===== src/rtl/id_ex_operand_stage_pkg.sv =====
// Shared definitions for the ID/EX operand stage: datapath widths, ALU opcodes,
// operand-select encodings, the EX-stage register layout and the bypass match rule.
package id_ex_operand_stage_pkg;

  localparam int XLEN    = 32;
  localparam int RADDR_W = 5;

  localparam logic [3:0] ALU_ADD  = 4'h0;
  localparam logic [3:0] ALU_SUB  = 4'h1;
  localparam logic [3:0] ALU_SLL  = 4'h2;
  localparam logic [3:0] ALU_SLT  = 4'h3;
  localparam logic [3:0] ALU_SLTU = 4'h4;
  localparam logic [3:0] ALU_XOR  = 4'h5;
  localparam logic [3:0] ALU_SRL  = 4'h6;
  localparam logic [3:0] ALU_SRA  = 4'h7;
  localparam logic [3:0] ALU_OR   = 4'h8;
  localparam logic [3:0] ALU_AND  = 4'h9;
  localparam logic [3:0] ALU_PASS = 4'hA;
  localparam logic [3:0] ALU_GE   = 4'hB;
  localparam logic [3:0] ALU_GEU  = 4'hC;
  localparam logic [3:0] ALU_EQ   = 4'hD;
  localparam logic [3:0] ALU_NE   = 4'hE;

  localparam logic XSEL_RS1 = 1'b0;
  localparam logic XSEL_PC  = 1'b1;
  localparam logic YSEL_RS2 = 1'b0;
  localparam logic YSEL_IMM = 1'b1;

  typedef struct packed {
    logic               valid;
    logic               regWrite;
    logic               memRead;
    logic [3:0]         aluOp;
    logic               xSel;
    logic               ySel;
    logic [RADDR_W-1:0] rd;
    logic [RADDR_W-1:0] rs1;
    logic [RADDR_W-1:0] rs2;
  } ex_ctrl_t;

  typedef struct packed {
    logic [XLEN-1:0] rs1Data;
    logic [XLEN-1:0] rs2Data;
    logic [XLEN-1:0] imm;
    logic [XLEN-1:0] pc;
  } ex_data_t;

  // A bubble also zeroes rs1/rs2 so that no producer can ever forward into it.
  localparam ex_ctrl_t BUBBLE_CTRL = '{
    valid:    1'b0,
    regWrite: 1'b0,
    memRead:  1'b0,
    aluOp:    ALU_ADD,
    xSel:     XSEL_RS1,
    ySel:     YSEL_RS2,
    rd:       '0,
    rs1:      '0,
    rs2:      '0
  };

  function automatic logic fwdHit(input logic [RADDR_W-1:0] prodRd,
                                  input logic               prodRegWrite,
                                  input logic [RADDR_W-1:0] rs);
    return prodRegWrite && (prodRd != '0) && (prodRd == rs);
  endfunction

endpackage


===== src/rtl/id_ex_operand_stage_if.sv =====
// Bundle of decode inputs, bypass producers and ALU-facing outputs of the ID/EX stage.
interface id_ex_if;
  import id_ex_operand_stage_pkg::*;

  logic               stall;
  logic               flush;
  logic               id_valid;
  logic [3:0]         id_aluOp;
  logic [RADDR_W-1:0] id_rs1;
  logic [RADDR_W-1:0] id_rs2;
  logic [XLEN-1:0]    id_rs1Data;
  logic [XLEN-1:0]    id_rs2Data;
  logic [XLEN-1:0]    id_imm;
  logic [XLEN-1:0]    id_pc;
  logic               id_xSel;
  logic               id_ySel;
  logic [RADDR_W-1:0] id_rd;
  logic               id_regWrite;
  logic               id_memRead;
  logic [RADDR_W-1:0] mem_rd;
  logic               mem_regWrite;
  logic [XLEN-1:0]    mem_result;
  logic [RADDR_W-1:0] wb_rd;
  logic               wb_regWrite;
  logic [XLEN-1:0]    wb_result;

  logic               hazard_stall;
  logic [3:0]         aluOp;
  logic [XLEN-1:0]    aluX;
  logic [XLEN-1:0]    aluY;
  logic               ex_valid;
  logic [RADDR_W-1:0] ex_rd;
  logic               ex_regWrite;
  logic               ex_memRead;
  logic [XLEN-1:0]    ex_storeData;

  modport master (
    output stall, flush, id_valid, id_aluOp, id_rs1, id_rs2, id_rs1Data, id_rs2Data,
           id_imm, id_pc, id_xSel, id_ySel, id_rd, id_regWrite, id_memRead,
           mem_rd, mem_regWrite, mem_result, wb_rd, wb_regWrite, wb_result,
    input  hazard_stall, aluOp, aluX, aluY, ex_valid, ex_rd, ex_regWrite, ex_memRead,
           ex_storeData
  );

  modport slave (
    input  stall, flush, id_valid, id_aluOp, id_rs1, id_rs2, id_rs1Data, id_rs2Data,
           id_imm, id_pc, id_xSel, id_ySel, id_rd, id_regWrite, id_memRead,
           mem_rd, mem_regWrite, mem_result, wb_rd, wb_regWrite, wb_result,
    output hazard_stall, aluOp, aluX, aluY, ex_valid, ex_rd, ex_regWrite, ex_memRead,
           ex_storeData
  );
endinterface


===== src/rtl/id_ex_operand_stage_fwd_mux.sv =====
// Per-operand EX-time bypass: the youngest producer (MEM) beats WB, x0 is never forwarded.
module operand_fwd_mux
  import id_ex_operand_stage_pkg::*;
(
  input  logic [RADDR_W-1:0] exRs_i,
  input  logic [XLEN-1:0]    latched_i,
  input  logic [RADDR_W-1:0] memRd_i,
  input  logic               memRegWrite_i,
  input  logic [XLEN-1:0]    memResult_i,
  input  logic [RADDR_W-1:0] wbRd_i,
  input  logic               wbRegWrite_i,
  input  logic [XLEN-1:0]    wbResult_i,
  output logic [XLEN-1:0]    fwd_o
);

  always_comb begin
    fwd_o = latched_i;
    if (fwdHit(memRd_i, memRegWrite_i, exRs_i)) begin
      fwd_o = memResult_i;
    end else if (fwdHit(wbRd_i, wbRegWrite_i, exRs_i)) begin
      fwd_o = wbResult_i;
    end
  end

endmodule


===== src/rtl/id_ex_operand_stage.sv =====
// ID/EX pipeline register with capture-time WB bypass, EX-time MEM/WB forwarding,
// load-use hazard detection and ALU source selection.
module id_ex_operand_stage
  import id_ex_operand_stage_pkg::*;
(
  input  logic    clk,
  input  logic    rst,
  id_ex_if.slave  bus
);

  ex_ctrl_t        exCtrl_q, exCtrl_d;
  ex_data_t        exData_q, exData_d;
  logic            hazardStall;
  logic [XLEN-1:0] rs1Fwd;
  logic [XLEN-1:0] rs2Fwd;

  assign hazardStall = bus.id_valid && exCtrl_q.valid && exCtrl_q.memRead &&
                       (exCtrl_q.rd != '0) &&
                       ((exCtrl_q.rd == bus.id_rs1) || (exCtrl_q.rd == bus.id_rs2));

  // Flush wins even over a global stall; a load-use hazard only bubbles when not stalled.
  always_comb begin
    exCtrl_d = exCtrl_q;
    exData_d = exData_q;
    if (bus.flush || (!bus.stall && hazardStall)) begin
      exCtrl_d = BUBBLE_CTRL;
      exData_d = '0;
    end else if (!bus.stall) begin
      exCtrl_d.valid    = bus.id_valid;
      exCtrl_d.regWrite = bus.id_regWrite & bus.id_valid;
      exCtrl_d.memRead  = bus.id_memRead & bus.id_valid;
      exCtrl_d.aluOp    = bus.id_aluOp;
      exCtrl_d.xSel     = bus.id_xSel;
      exCtrl_d.ySel     = bus.id_ySel;
      exCtrl_d.rd       = bus.id_rd;
      exCtrl_d.rs1      = bus.id_rs1;
      exCtrl_d.rs2      = bus.id_rs2;
      exData_d.rs1Data  = fwdHit(bus.wb_rd, bus.wb_regWrite, bus.id_rs1) ? bus.wb_result
                                                                         : bus.id_rs1Data;
      exData_d.rs2Data  = fwdHit(bus.wb_rd, bus.wb_regWrite, bus.id_rs2) ? bus.wb_result
                                                                         : bus.id_rs2Data;
      exData_d.imm      = bus.id_imm;
      exData_d.pc       = bus.id_pc;
    end
  end

  always_ff @(posedge clk or posedge rst) begin
    if (rst) begin
      exCtrl_q <= BUBBLE_CTRL;
      exData_q <= '0;
    end else begin
      exCtrl_q <= exCtrl_d;
      exData_q <= exData_d;
    end
  end

  operand_fwd_mux u_fwdRs1 (
    .exRs_i        (exCtrl_q.rs1),
    .latched_i     (exData_q.rs1Data),
    .memRd_i       (bus.mem_rd),
    .memRegWrite_i (bus.mem_regWrite),
    .memResult_i   (bus.mem_result),
    .wbRd_i        (bus.wb_rd),
    .wbRegWrite_i  (bus.wb_regWrite),
    .wbResult_i    (bus.wb_result),
    .fwd_o         (rs1Fwd)
  );

  operand_fwd_mux u_fwdRs2 (
    .exRs_i        (exCtrl_q.rs2),
    .latched_i     (exData_q.rs2Data),
    .memRd_i       (bus.mem_rd),
    .memRegWrite_i (bus.mem_regWrite),
    .memResult_i   (bus.mem_result),
    .wbRd_i        (bus.wb_rd),
    .wbRegWrite_i  (bus.wb_regWrite),
    .wbResult_i    (bus.wb_result),
    .fwd_o         (rs2Fwd)
  );

  assign bus.hazard_stall = hazardStall;
  assign bus.aluOp        = exCtrl_q.aluOp;
  assign bus.aluX         = (exCtrl_q.xSel == XSEL_PC)  ? exData_q.pc  : rs1Fwd;
  assign bus.aluY         = (exCtrl_q.ySel == YSEL_IMM) ? exData_q.imm : rs2Fwd;
  assign bus.ex_storeData = rs2Fwd;
  assign bus.ex_valid     = exCtrl_q.valid;
  assign bus.ex_rd        = exCtrl_q.rd;
  assign bus.ex_regWrite  = exCtrl_q.regWrite;
  assign bus.ex_memRead   = exCtrl_q.memRead;

endmodule

===== src/flat_wrapper.sv =====
// flat-port wrapper written by rule: the top's interface ports become plain ports
module id_ex_operand_stage_flat import id_ex_operand_stage_pkg::*;
  (clk, rst, bus_stall, bus_flush, bus_id_valid, bus_id_aluOp, bus_id_rs1, bus_id_rs2, bus_id_rs1Data, bus_id_rs2Data, bus_id_imm, bus_id_pc, bus_id_xSel, bus_id_ySel, bus_id_rd, bus_id_regWrite, bus_id_memRead, bus_mem_rd, bus_mem_regWrite, bus_mem_result, bus_wb_rd, bus_wb_regWrite, bus_wb_result, bus_hazard_stall, bus_aluOp, bus_aluX, bus_aluY, bus_ex_valid, bus_ex_rd, bus_ex_regWrite, bus_ex_memRead, bus_ex_storeData);
  id_ex_if bus_i ();
  input  logic clk;
  input  logic rst;
  input wire logic [$bits(bus_i.stall)-1:0] bus_stall;
  input wire logic [$bits(bus_i.flush)-1:0] bus_flush;
  input wire logic [$bits(bus_i.id_valid)-1:0] bus_id_valid;
  input wire logic [$bits(bus_i.id_aluOp)-1:0] bus_id_aluOp;
  input wire logic [$bits(bus_i.id_rs1)-1:0] bus_id_rs1;
  input wire logic [$bits(bus_i.id_rs2)-1:0] bus_id_rs2;
  input wire logic [$bits(bus_i.id_rs1Data)-1:0] bus_id_rs1Data;
  input wire logic [$bits(bus_i.id_rs2Data)-1:0] bus_id_rs2Data;
  input wire logic [$bits(bus_i.id_imm)-1:0] bus_id_imm;
  input wire logic [$bits(bus_i.id_pc)-1:0] bus_id_pc;
  input wire logic [$bits(bus_i.id_xSel)-1:0] bus_id_xSel;
  input wire logic [$bits(bus_i.id_ySel)-1:0] bus_id_ySel;
  input wire logic [$bits(bus_i.id_rd)-1:0] bus_id_rd;
  input wire logic [$bits(bus_i.id_regWrite)-1:0] bus_id_regWrite;
  input wire logic [$bits(bus_i.id_memRead)-1:0] bus_id_memRead;
  input wire logic [$bits(bus_i.mem_rd)-1:0] bus_mem_rd;
  input wire logic [$bits(bus_i.mem_regWrite)-1:0] bus_mem_regWrite;
  input wire logic [$bits(bus_i.mem_result)-1:0] bus_mem_result;
  input wire logic [$bits(bus_i.wb_rd)-1:0] bus_wb_rd;
  input wire logic [$bits(bus_i.wb_regWrite)-1:0] bus_wb_regWrite;
  input wire logic [$bits(bus_i.wb_result)-1:0] bus_wb_result;
  output wire logic [$bits(bus_i.hazard_stall)-1:0] bus_hazard_stall;
  output wire logic [$bits(bus_i.aluOp)-1:0] bus_aluOp;
  output wire logic [$bits(bus_i.aluX)-1:0] bus_aluX;
  output wire logic [$bits(bus_i.aluY)-1:0] bus_aluY;
  output wire logic [$bits(bus_i.ex_valid)-1:0] bus_ex_valid;
  output wire logic [$bits(bus_i.ex_rd)-1:0] bus_ex_rd;
  output wire logic [$bits(bus_i.ex_regWrite)-1:0] bus_ex_regWrite;
  output wire logic [$bits(bus_i.ex_memRead)-1:0] bus_ex_memRead;
  output wire logic [$bits(bus_i.ex_storeData)-1:0] bus_ex_storeData;
  assign bus_i.stall = bus_stall;
  assign bus_i.flush = bus_flush;
  assign bus_i.id_valid = bus_id_valid;
  assign bus_i.id_aluOp = bus_id_aluOp;
  assign bus_i.id_rs1 = bus_id_rs1;
  assign bus_i.id_rs2 = bus_id_rs2;
  assign bus_i.id_rs1Data = bus_id_rs1Data;
  assign bus_i.id_rs2Data = bus_id_rs2Data;
  assign bus_i.id_imm = bus_id_imm;
  assign bus_i.id_pc = bus_id_pc;
  assign bus_i.id_xSel = bus_id_xSel;
  assign bus_i.id_ySel = bus_id_ySel;
  assign bus_i.id_rd = bus_id_rd;
  assign bus_i.id_regWrite = bus_id_regWrite;
  assign bus_i.id_memRead = bus_id_memRead;
  assign bus_i.mem_rd = bus_mem_rd;
  assign bus_i.mem_regWrite = bus_mem_regWrite;
  assign bus_i.mem_result = bus_mem_result;
  assign bus_i.wb_rd = bus_wb_rd;
  assign bus_i.wb_regWrite = bus_wb_regWrite;
  assign bus_i.wb_result = bus_wb_result;
  assign bus_hazard_stall = bus_i.hazard_stall;
  assign bus_aluOp = bus_i.aluOp;
  assign bus_aluX = bus_i.aluX;
  assign bus_aluY = bus_i.aluY;
  assign bus_ex_valid = bus_i.ex_valid;
  assign bus_ex_rd = bus_i.ex_rd;
  assign bus_ex_regWrite = bus_i.ex_regWrite;
  assign bus_ex_memRead = bus_i.ex_memRead;
  assign bus_ex_storeData = bus_i.ex_storeData;
  id_ex_operand_stage u_core (.clk(clk), .rst(rst), .bus(bus_i));
endmodule

===== config.mk =====
export PLATFORM = sky130hd
export DESIGN_NAME = id_ex_operand_stage_flat
export DESIGN_NICKNAME = d
export VERILOG_FILES = /design/src/rtl/id_ex_operand_stage_pkg.sv /design/src/rtl/id_ex_operand_stage_if.sv /design/src/rtl/id_ex_operand_stage_fwd_mux.sv /design/src/rtl/id_ex_operand_stage.sv /design/src/flat_wrapper.sv
export SDC_FILE = /design/constraint.sdc
export NUM_CORES = 1
export LEC_CHECK = 0
export ABC_AREA = 1
export ABC_CLOCK_PERIOD_IN_PS = 4950
export CORE_ASPECT_RATIO = 1.5
export CORE_MARGIN = 5
export CORE_UTILIZATION = 43
export CTS_CLUSTER_SIZE = 10
export DETAILED_ROUTE_END_ITERATION = 7
export PLACE_DENSITY = 0.78
export SETUP_SLACK_MARGIN = 0.5
export SYNTH_ARGS = -nofsm -noshare
export SYNTH_HDL_FRONTEND = slang
export SYNTH_SLANG_ARGS = --single-unit

===== constraint.sdc =====
create_clock -name clk -period 4.95 [get_ports clk]
set_input_delay 0.99 -clock clk [delete_from_list [all_inputs] [get_ports clk]]
set_output_delay 0.99 -clock clk [all_outputs]
set_load 0.05 [all_outputs]

==> summary.txt <==
Status
  – Status: finished clean

Global route
  – Number of global-route vias before repair: 12100
  – Initial antenna violation count: 4
  – Gr usage total: 0.338
  – First-pass GRT wire length: 70400 um
  – Largest net degree at the start of global routing: 153
  – GR Overflow Total: 0

Pwr
  – Pwr dens: 277 nW/um^2
  – VDD IR max: 0.250 mV
  – Power after layout: 4.18 mW
  – Leakage: 7.51 nW

Synth
  – Post-synth EDFFs: 0
  – Cell Area, Synth: 10500 um^2
  – Synth Register Bits: 152
  – Syn_area_per_cell: 6.42 um^2
  – Synth Flop Type: dfrtp_1
  – Syn nets: 1863
  – Ys async rst share: 1.00
  – Post-synthesis sequential area ratio: 0.363
  – Syn. warnings: 0
  – Cell variety after synth: 28
  – Synth area leader: dfrtp_1
  – Synth top area cells: dfrtp_1 36%, nand2_1 26%, nand3_1 17%
  – Mapped Cells: 1631
  – Synth top area share: 0.363

Worst setup path
  – Startpoint Class: input port
  – Data arrival time at the worst-slack endpoint: 3.32 ns
  – Critical Path Fanout Max: 15
  – Crit path kind: in2out
  – CP Data Required Time: 3.96 ns
  – Critical Path End Type: primary output

STA
  – F_max: 232 MHz
  – Hold Vio Cnt, Final: 0
  – Worst setup margin: 0.645 ns
  – Hold slack: 0.487 ns
  – Final Max Slew Viols: 0
  – Rel. slew slack: 0.278
  – Fin crit period: 4.31 ns
  – Period utilisation layout: 0.870
  – Setup TNS: 0 ns
  – Setup-failing EPs final: 0
  – Setup Skew: 0.00794 ns
  – Worst-margin pin slew: 1.08 ns
  – Unrepaired setup endpoints after global routing: false

Cells and area
  – Area Growth Syn to Fin: 44.0%
  – Post-Layout Cell Count: 2229
  – Most common cell after layout, fill and taps aside: nand2_1
  – Fin nets: 2119
  – Commonest cells after routing, fill and taps aside: 712 x nand2_1, 363 x nand3_1, 244 x clkdlybuf4s50_1
  – Layout cells sized above 1: 0.0968
  – Design Area, Final: 15100 um^2
  – Core Util, Final: 0.624

Die
  – Die Ht: 201 um
  – Initial Util: 0.433
  – Horiz. Die Dim: 137 um
  – Std cell rows: 70
  – Io pins: 341
  – Core area: 24200 um^2
  – Die ar.: 27600 um^2

Routing
  – Routed wire length: 47100 um
  – WL/cell: 21.1 um
  – Via/cell ratio: 5.53
  – Via count: 12300
  – Pre-antenna DRT Iters: 7
  – Antenna-violating nets left: 0
  – Initial detailed-routing violation count: 1486
  – Residual DRC: 0

Worst hold path
  – Hold WC Path Type: reg2reg

Placement
  – HPWL Detailed: 34300 um
  – Cell Area, Placed: 14500 um^2
  – Pre-CTS setup slack: 0.702 ns
  – IO buf count: 340
  – Gpl congestion: 0.944
  – Placed Cells: 2192

CTS
  – Worst skew pair latency: 0.44 ns
  – Hold Buf Count CTS: 0
  – Max Buffers Root-to-Sink: 2
  – CTS tree: done
  – Clock Sinks: 152
  – Post-CTS Setup Repair Bufs: 0
  – Clock root cell: clkbuf_16
  – H-tree depth: 4
  – Clock-pin slew on the worst setup and hold paths: 0.06 ns
  – Resized cells post-CTS: 0
  – CTS Buf Count: 17

Job
  – Max-Cap Viols: 0
-- layer usage --
metal,track usage,share of wire
met5,0,0
met4,0.266,0.095
met3,0.0688,0.073
met2,0.577,0.50
met1,0.354,0.33
-- kinds of logic (layout without fill, tap and decap cells) --
family                 count (synthesis)  count (layout)  share of synthesized area
AND/OR/NAND/NOR                     1141            1141                      0.469
buffers and inverters                221             490                     0.0983
flip-flops                           152             152                      0.363
AO/OA/AOI/OAI                         88              88                     0.0454
XOR/XNOR                              29              29                     0.0243
other                                  0               5                          0
-- worst max-delay path: stages --
cell and delay (ns):
clkdlybuf4s50_1 0.55, nor2_1 0.21, nand3_2 0.11, nand2_4 0.14
nor2_4 0.06, nand2_2 0.26, buf_4 0.28, nand2_1 0.07
nand3_1 0.18, nand3_1 0.14, nand2_1 0.17, buf_12 0.15
-- path summary, 6_finish.rpt --
check	cells past startpoint	from	to	slack, ns
max reg2reg	10	u_core.bus.ex_rd[0]$_DFFE_PP0P_	u_core.exData_q[16]$_DFFE_PP0P_	2.70
max	12	bus_wb_rd[1]	bus_aluY[19]	0.64
min in group asynchronous	3	rst	u_core.bus.ex_memRead$_DFFE_PP0P_	1.10
max in group asynchronous	3	rst	u_core.exData_q[46]$_DFFE_PP0P_	3.14
min	2	u_core.exData_q[121]$_DFFE_PP0P_	u_core.exData_q[121]$_DFFE_PP0P_	0.49
min reg2reg	2	u_core.exData_q[121]$_DFFE_PP0P_	u_core.exData_q[121]$_DFFE_PP0P_	0.49
-- sequential cells by signal, indices dropped and copies added (netlist names) --
| signal | cells |
|---|---|
| u_core.exData_q | 128 |
| u_core.exCtrl_q | 12 |
| u_core.bus.aluOp | 4 |
| u_core.bus.ex_rd | 5 |
| u_core.bus.ex_regWrite | 1 |
| u_core.bus.ex_memRead | 1 |
| u_core.bus.ex_valid | 1 |
-- layout make-up --
| cell class | instances | area, um^2 |
|---|---|---|
| diodes | 5 | 12.5 |
| clock buffers | 19 | 443 |
| inverters | 92 | 349 |
| repair buffers | 366 | 4280 |
| clock inverters | 13 | 121 |
| multi-input cells | 1258 | 5660 |
| fillers | 2264 | 9100 |
| well taps | 324 | 405 |
| flip-flops and latches | 152 | 3800 |
-- synth_stat cells, types with 2 or more instances --
library cell and number:
nor2_4 4, o22ai_1 10, and2_1 32, dfrtp_1 152, inv_2 6, buf_4 18
nand4_1 2, nand3_1 363, a21oi_2 2, xnor2_1 17, o21ai_0 74, nand2_1 713
nor2_2 3, nand2_2 5, clkbuf_1 38, buf_2 52, xor2_1 12, nor2_1 14
buf_6 9, buf_1 12, inv_1 86
-- power breakdown --
group | switching, mW | internal (mW)
combinational | 0.899 | 0.601
clock | 0.580 | 0.709
sequential | 0.0691 | 1.33
Note: power is estimated with default switching activity, not from simulation.
